[src/rtl/temp_disp_pkg.sv]
// Shared types, digit codes and segment patterns for the temperature display.
// Provides the FSM state enum, 4-bit digit code type and seg_decode().
package temp_disp_pkg;

   typedef enum logic [1:0] {
      IDLE    = 2'd0,
      CAPTURE = 2'd1,
      SHIFT   = 2'd2,
      DONE    = 2'd3
   } disp_state_t;

   typedef logic [3:0] digit_t;

   localparam digit_t DIG_BLANK = 4'hA;
   localparam digit_t DIG_MINUS = 4'hB;

   localparam logic [6:0] SEG_BLANK = 7'h7F;
   localparam logic [6:0] SEG_MINUS = 7'b0111111;

   localparam int SHIFT_CYCLES = 14;

   // Active-low pattern, bit 0 = segment a ... bit 6 = segment g.
   function automatic logic [6:0] seg_decode(input digit_t d);
      logic [6:0] s;
      unique case (d)
         4'd0:      s = 7'h40;
         4'd1:      s = 7'h79;
         4'd2:      s = 7'h24;
         4'd3:      s = 7'h30;
         4'd4:      s = 7'h19;
         4'd5:      s = 7'h12;
         4'd6:      s = 7'h02;
         4'd7:      s = 7'h78;
         4'd8:      s = 7'h00;
         4'd9:      s = 7'h10;
         DIG_MINUS: s = SEG_MINUS;
         default:   s = SEG_BLANK;
      endcase
      return s;
   endfunction

endpackage

[src/rtl/bcd_dabble.sv]
// Sequential double-dabble: 14-bit binary magnitude to four BCD nibbles.
// Ports: clk, rst_n, start_i (loads mag_i), mag_i[13:0], bcd_o[15:0], done_o.
module bcd_dabble
   import temp_disp_pkg::*;
(
   input  logic        clk,
   input  logic        rst_n,
   input  logic        start_i,
   input  logic [13:0] mag_i,
   output logic [15:0] bcd_o,
   output logic        done_o
);

   logic [29:0] sr_q, sr_d;
   logic [3:0]  cnt_q, cnt_d;
   logic        run_q, run_d;
   logic [15:0] bcd_adj;
   logic        last;

   assign last = run_q && (cnt_q == 4'(SHIFT_CYCLES - 1));

   always_comb begin
      bcd_adj = sr_q[29:14];
      for (int i = 0; i < 4; i++) begin
         if (sr_q[14 + i*4 +: 4] >= 4'd5)
            bcd_adj[i*4 +: 4] = sr_q[14 + i*4 +: 4] + 4'd3;
      end
   end

   always_comb begin
      sr_d  = sr_q;
      cnt_d = cnt_q;
      run_d = run_q;
      if (start_i) begin
         sr_d  = {16'h0000, mag_i};
         cnt_d = 4'd0;
         run_d = 1'b1;
      end else if (run_q) begin
         sr_d  = {bcd_adj[14:0], sr_q[13:0], 1'b0};
         cnt_d = cnt_q + 4'd1;
         run_d = !last;
      end
   end

   always_ff @(posedge clk or negedge rst_n) begin
      if (!rst_n) begin
         sr_q  <= '0;
         cnt_q <= '0;
         run_q <= 1'b0;
      end else begin
         sr_q  <= sr_d;
         cnt_q <= cnt_d;
         run_q <= run_d;
      end
   end

   assign bcd_o  = sr_q[29:14];
   assign done_o = last;

endmodule

[src/rtl/temp_seg_display.sv]
// Shows the selected signed temperature on a 4-digit active-low 7-seg display.
// Ports: clk, rst_n, c_in, f_in, unit_sel in; seg, dp, an, busy out.
module temp_seg_display
   import temp_disp_pkg::*;
#(
   parameter int UPDATE_DIV  = 1_000_000,
   parameter int REFRESH_DIV = 100_000
) (
   input  logic        clk,
   input  logic        rst_n,
   input  logic [15:0] c_in,
   input  logic [15:0] f_in,
   input  logic        unit_sel,
   output logic [6:0]  seg,
   output logic        dp,
   output logic [3:0]  an,
   output logic        busy
);

   localparam int UW = $clog2(UPDATE_DIV);
   localparam int RW = $clog2(REFRESH_DIV);

   disp_state_t state_q, state_d;

   logic [UW-1:0] upd_q, upd_d;
   logic [RW-1:0] ref_q, ref_d;
   logic          upd_wrap, ref_wrap;
   logic [1:0]    idx_q, idx_d;

   logic          neg_q, neg_d;
   logic          ovf_q, ovf_d;

   logic [15:0]   v;
   logic [16:0]   mag;
   logic [3:0][3:0] bcd;
   logic          dab_done;

   digit_t [3:0]  dig_q, dig_d, fmt;
   logic [1:0]    msd;

   logic [6:0]    seg_q, seg_d;
   logic [3:0]    an_q, an_d;

   // ---- counters ----
   assign upd_wrap = (upd_q == UW'(UPDATE_DIV - 1));
   assign ref_wrap = (ref_q == RW'(REFRESH_DIV - 1));

   always_comb begin
      upd_d = upd_wrap ? '0 : upd_q + UW'(1);
      ref_d = ref_wrap ? '0 : ref_q + RW'(1);
      idx_d = idx_q + {1'b0, ref_wrap};
   end

   // ---- capture ----
   assign v   = unit_sel ? f_in : c_in;
   // 17 bits so that |-32768| is representable and flagged as overflow.
   assign mag = v[15] ? ({1'b0, ~v} + 17'd1) : {1'b0, v};

   bcd_dabble u_dabble (
      .clk     (clk),
      .rst_n   (rst_n),
      .start_i (state_q == CAPTURE),
      .mag_i   (mag[13:0]),
      .bcd_o   (bcd),
      .done_o  (dab_done)
   );

   // ---- FSM ----
   always_comb begin
      state_d = state_q;
      neg_d   = neg_q;
      ovf_d   = ovf_q;
      unique case (state_q)
         IDLE:    if (upd_wrap) state_d = CAPTURE;
         CAPTURE: begin
            state_d = SHIFT;
            neg_d   = v[15];
            ovf_d   = (mag > 17'd9999) || (v[15] && mag > 17'd999);
         end
         SHIFT:   if (dab_done) state_d = DONE;
         DONE:    state_d = IDLE;
         default: state_d = IDLE;
      endcase
   end

   // ---- formatter ----
   always_comb begin
      msd = 2'd0;
      for (int i = 1; i < 4; i++) begin
         if (bcd[i] != 4'd0) msd = 2'(i);
      end
      for (int i = 0; i < 4; i++) begin
         if (ovf_q)
            fmt[i] = DIG_MINUS;
         else if (i > int'(msd))
            fmt[i] = (neg_q && i == int'(msd) + 1) ? DIG_MINUS : DIG_BLANK;
         else
            fmt[i] = bcd[i];
      end
   end

   // Digits, anode and cathodes are all taken from next-state values so a
   // digit update coinciding with a scan step is visible at once.
   always_comb begin
      dig_d = dig_q;
      if (state_q == DONE) dig_d = fmt;
      an_d  = ~(4'b0001 << idx_d);
      seg_d = seg_decode(dig_d[idx_d]);
   end

   always_ff @(posedge clk or negedge rst_n) begin
      if (!rst_n) begin
         state_q <= IDLE;
         upd_q   <= '0;
         ref_q   <= '0;
         idx_q   <= 2'd0;
         neg_q   <= 1'b0;
         ovf_q   <= 1'b0;
         dig_q   <= {4{DIG_BLANK}};
         seg_q   <= SEG_BLANK;
         an_q    <= 4'b1111;
      end else begin
         state_q <= state_d;
         upd_q   <= upd_d;
         ref_q   <= ref_d;
         idx_q   <= idx_d;
         neg_q   <= neg_d;
         ovf_q   <= ovf_d;
         dig_q   <= dig_d;
         seg_q   <= seg_d;
         an_q    <= an_d;
      end
   end

   assign seg  = seg_q;
   assign an   = an_q;
   assign dp   = 1'b1;
   assign busy = (state_q != IDLE);

endmodule

[config.mk]
export PLATFORM = sky130hd
export DESIGN_NAME = temp_seg_display
export DESIGN_NICKNAME = d
export VERILOG_FILES = /design/src/rtl/temp_disp_pkg.sv /design/src/rtl/bcd_dabble.sv /design/src/rtl/temp_seg_display.sv
export SDC_FILE = /design/constraint.sdc
export NUM_CORES = 1
export LEC_CHECK = 0
export BUFFER_PORTS_ARGS = -buffer_cell sky130_fd_sc_hd__buf_4
export CAP_MARGIN = 20
export CORE_MARGIN = 10
export CORE_UTILIZATION = 50
export DETAILED_ROUTE_END_ITERATION = 8
export HOLD_SLACK_MARGIN = 0.06
export PLACE_DENSITY = 0.8
export SETUP_SLACK_MARGIN = 0.05
export SYNTH_ARGS = -nofsm -noshare
export SYNTH_HDL_FRONTEND = slang
export SYNTH_SLANG_ARGS = --single-unit
[constraint.sdc]
create_clock -name clk -period 3.7 [get_ports clk]
set_input_delay 0.74 -clock clk [delete_from_list [all_inputs] [get_ports clk]]
set_output_delay 0.74 -clock clk [all_outputs]
set_load 0.02 [all_outputs]
==> results.txt <==
The run finished with clean final reports. Across the routed clock network, the largest skew measured is 5.24 ps. Yosys printed 0 warnings. Across the run, the number of max-cap violations was 0. The remaining global-route overflow is 0. STA classifies the critical path startpoint as a flip-flop. Once detailed placement completed, the half-perimeter wirelength came to 8770 um. The shortest clock period the worst path allows after layout came out at about 3600 ps. The count of nets left with antenna violations after detail routing came out at 0. Of all nets on the critical path, the largest fanout is 6. The count of inserted antenna diode cells is 0.

The sequential area share after synthesis is 44.9%. The detail-routed net length per standard cell is 15.6 um. The tree is rooted in a sky130_fd_sc_hd__clkbuf_16. The placeable core region came out at 0.0115 mm2. The biggest area contributor in the post-synthesis netlist is sky130_fd_sc_hd__dfrtp_1.

The commonest cells after synthesis are sky130_fd_sc_hd__dfrtp_1, sky130_fd_sc_hd__nor2_1, sky130_fd_sc_hd__nand2_1, sky130_fd_sc_hd__mux2i_1, sky130_fd_sc_hd__inv_1. The post-synthesis instance total is 609. The total number of clock tree sinks is 105. For the worst setup path, the data required time is 3980 ps. The routed layout has 4529 vias.

The clock reaches the later pin of the worst-skew pair after roughly 350 ps. The depth of the CTS H-tree is 3. The largest buffer count on any clock path came out at 2. The worst path arrival time came out at 3880 ps. The number of nets in the layout came out at 714. The die height is between 100 and 150 um.

The number of buffers added by the clock tree synthesis step came out at 9. The type of element capturing the critical path is a flip-flop. The area after detailed placement came out at 0.00645 mm2. Counting the fill cells in the layout gives roughly 900. The register bit count reported by yosys came out at 105. The final-report max-slew violation count came out at 0. The area share of xor/xnor cells in the synthesized design came out at around 7.9%. The post-layout instance count excluding filler cells is 801. The mux cell area share after synthesis came out at 7.66%. Counting every net in the synthesized netlist gives between 600 and 700.

The synthesized netlist devotes 11.5% of its cell area to compound gates. The average vias per placed instance came out at ~5.7. Headroom to the max-slew limit came out at between 40% and 50%. The via count of the first global-routing pass is 4697.

At the pin with the least slew margin, the transition time is 860 ps. The average instance in the mapped netlist occupies 9.70 um2. Setup repair after global routing could not meet its margin everywhere.

The most numerous cell in the Yosys netlist is sky130_fd_sc_hd__dfrtp_1. After clock tree synthesis, the clock-pin slew on the worst setup and hold paths is 70 ps. The power per cell area came out at 320 mW/mm2.

The kind of critical path is flip-flop to flip-flop. The fraction of synthesized cell area taken by the top area cell type came out at 36.4%. The initial antenna violation count is 0. The simple-gate portion of the synthesized area came out at between 10% and 20%. The fraction of layout instances using a drive strength above 1 is 19.8%. Entering global routing, the biggest net connects 61 pins. The cell area after synthesis came out at just under 0.006 mm2. The adder-cell area share of the yosys netlist came out at 5.50%. The post-synthesis cell type count came out at 62. By area, the combinational part of the netlist is dominated by simple AND/OR/NAND/NOR gates. The horizontal extent of the die is ~130 um. The number of core rows came out at 39. TritonCTS built the clock tree. The leakage dissipation came out at between 2 and 3 nW. For this block, the initial DRC count from the detailed router was 299.

The final weighted congestion in routability-driven placement came out at roughly 0.85. The first detailed-routing pass ran for 6 iterations. The global-route wire length before repair is ~21000 um.

By area the synthesized netlist is led by sky130_fd_sc_hd__dfrtp_1, sky130_fd_sc_hd__dfstp_2, sky130_fd_sc_hd__mux2i_1. The die covers 0.0166 mm2. The final wirelength came out at 12500 um.

The path class of the tightest hold or removal check is input pin to async pin. The most used flip-flop cell after synthesis is sky130_fd_sc_hd__dfrtp_1. The number of hold violations in the final report is 0.

The count of input and output buffers is 46. The number of endpoints failing setup at the final stage came out at 0. Yosys mapped a number of flops with a built-in enable equal to 0. The area growth from synthesis to layout came out at 15.4%. 48 I/O pins were placed.

Once the floorplan was initialized, standard cells occupied 51.3% of the core. The cell area after layout came out at 0.00682 mm2. The remaining routing DRC violations is 0. The final period utilization is 97.5%. For this run, asynchronously set or reset flops after synthesis account for 100%. The worst IR drop on VDD came out at between 200 and 300 uV. The placed cell count came out at 783. The overall fraction of global-route tracks in use came out at about 16%. The timing-limited maximum frequency is 0.277 GHz.
worst paths after layout:
path / from / endpoint / slack [ps] / cells past startpoint
setup / recovery: ref_q[12]$_DFF_PN0_ / seg[3]$_DFF_PN1_ / 90 / 11
hold / removal: rst_n / upd_q[15]$_DFF_PN0_ / 460 / 1
setup reg to reg: ref_q[12]$_DFF_PN0_ / seg[3]$_DFF_PN1_ / 90 / 11
hold reg to reg: ref_q[4]$_DFF_PN0_ / ref_q[4]$_DFF_PN0_ / 480 / 1
max in group asynchronous: rst_n / dig_q[15]$_DFF_PN1_ / 2480 / 2
min in group clk: ref_q[4]$_DFF_PN0_ / ref_q[4]$_DFF_PN0_ / 480 / 1
cell type report:
class,instances,area [um2],area share (%)
well taps,143,179,2.62
inverters,33,126,1.85
clock buffers,9,225,3.30
repair buffers,60,463,6.79
clock inverters,7,56.3,0.826
multi-input cells,444,3120,45.7
flip-flops and latches,105,2650,38.9
sequential cells by signal, summed over array words and instances, names as in the netlist, 2 cells and up:
register and flops:
seg 7, an 4, state_q 2, idx_q 2, dig_q 16, ref_q 17
upd_q 20, u_dabble.cnt_q 4, u_dabble.sr_q 30
kinds of logic (layout without fill, tap and decap cells):
family                   count (synthesis)  in the layout
other                                    1              1
multiplexers                            42             42
XOR/XNOR                                53             53
flip-flops                             105            105
adder cells (fa/ha/maj)                 26             26
AO/OA/AOI/OAI                          108            108
buffers and inverters                   60            109
AND/OR/NAND/NOR                        214            214
cell usage in the layout (no fill, tap or decap), types with 3 or more instances in the layout:
cell type                   instances
sky130_fd_sc_hd__nand2b_1           7
sky130_fd_sc_hd__nor2b_1           15
sky130_fd_sc_hd__nand4_1            7
sky130_fd_sc_hd__nor2_1            66
sky130_fd_sc_hd__nand3_1           25
sky130_fd_sc_hd__a31oi_1            6
sky130_fd_sc_hd__nor3_1             7
sky130_fd_sc_hd__and3_1             8
sky130_fd_sc_hd__dfrtp_1           86
sky130_fd_sc_hd__mux2_2             5
sky130_fd_sc_hd__inv_1             30
sky130_fd_sc_hd__nand2_1           39
sky130_fd_sc_hd__xnor2_1           27
sky130_fd_sc_hd__nor4_1             6
sky130_fd_sc_hd__buf_4             59
sky130_fd_sc_hd__a31o_2             5
sky130_fd_sc_hd__ha_4               3
sky130_fd_sc_hd__mux2i_1           34
sky130_fd_sc_hd__dfstp_2           19
sky130_fd_sc_hd__or3b_2             3
sky130_fd_sc_hd__a21oi_1           32
sky130_fd_sc_hd__xor2_1            25
sky130_fd_sc_hd__a211oi_1           8
sky130_fd_sc_hd__ha_1              23
sky130_fd_sc_hd__o21ai_0           32
sky130_fd_sc_hd__a21o_1             4
sky130_fd_sc_hd__clkinv_4           4
sky130_fd_sc_hd__and2_1             5
sky130_fd_sc_hd__nor4b_1            4
sky130_fd_sc_hd__clkbuf_16          9
sky130_fd_sc_hd__or4_1              3
routing by layer:
metal | vias to the layer above | share of wire, % | global-route usage (%)
li1 | 2209 | - | -
met1 | 2213 | 43 | 17.9
met2 | 90 | 51 | 28.0
met3 | 17 | 3.7 | 3.45
met4 | 0 | 1.5 | 5.08
met5 | - | 0 | 0
repair_timing:
item / in CTS / in global routing
gates resized for setup: 5 / 8
hold buffers: 0 / 0
pin swaps: 6 / 9
setup buffers: 1 / 1
setup endpoints to repair: 7 / 7
per-stage QoR:
| stage | setup slack, ps | utilization (%) | hold slack [ps] | power, mW | TNS [ps] |
|---|---|---|---|---|---|
| 3_3_place_gp | 70.5 | 56.1 | 457 | 1.31 | 0 |
| 6_report | 93.7 | 59.2 | 463 | 2.18 | 0 |
| 3_5_place_dp | -71.4 | 56.1 | 466 | 1.31 | -147 |
| 5_1_grt | 0.545 | 59.2 | 493 | 2.28 | 0 |
| 2_1_floorplan | 73.4 | - | 438 | 1.24 | 0 |
| 4_1_cts | 126 | 58.8 | 478 | 2.21 | 0 |
worst max-delay path, cell delays in order, from the launching register on:
cell	delay, ps
sky130_fd_sc_hd__dfrtp_1	390
sky130_fd_sc_hd__or4b_4	540
sky130_fd_sc_hd__or4b_4	510
sky130_fd_sc_hd__nor4_4	240
sky130_fd_sc_hd__and3_4	250
sky130_fd_sc_hd__ha_4	150
sky130_fd_sc_hd__xor2_4	240
sky130_fd_sc_hd__mux4_2	670
sky130_fd_sc_hd__ha_4	310
sky130_fd_sc_hd__inv_2	30
sky130_fd_sc_hd__mux2i_1	130
sky130_fd_sc_hd__a21oi_1	80
power by group:
group / leakage, nW / switching, mW / internal [mW]
Clock: 0.136 / 0.430 / 0.462
Sequential: 1.29 / 0.000487 / 1.15
Combinational: 1.56 / 0.0826 / 0.0601
Total: 2.99 / 0.513 / 1.67
Note: power is estimated with default switching activity, not from simulation.
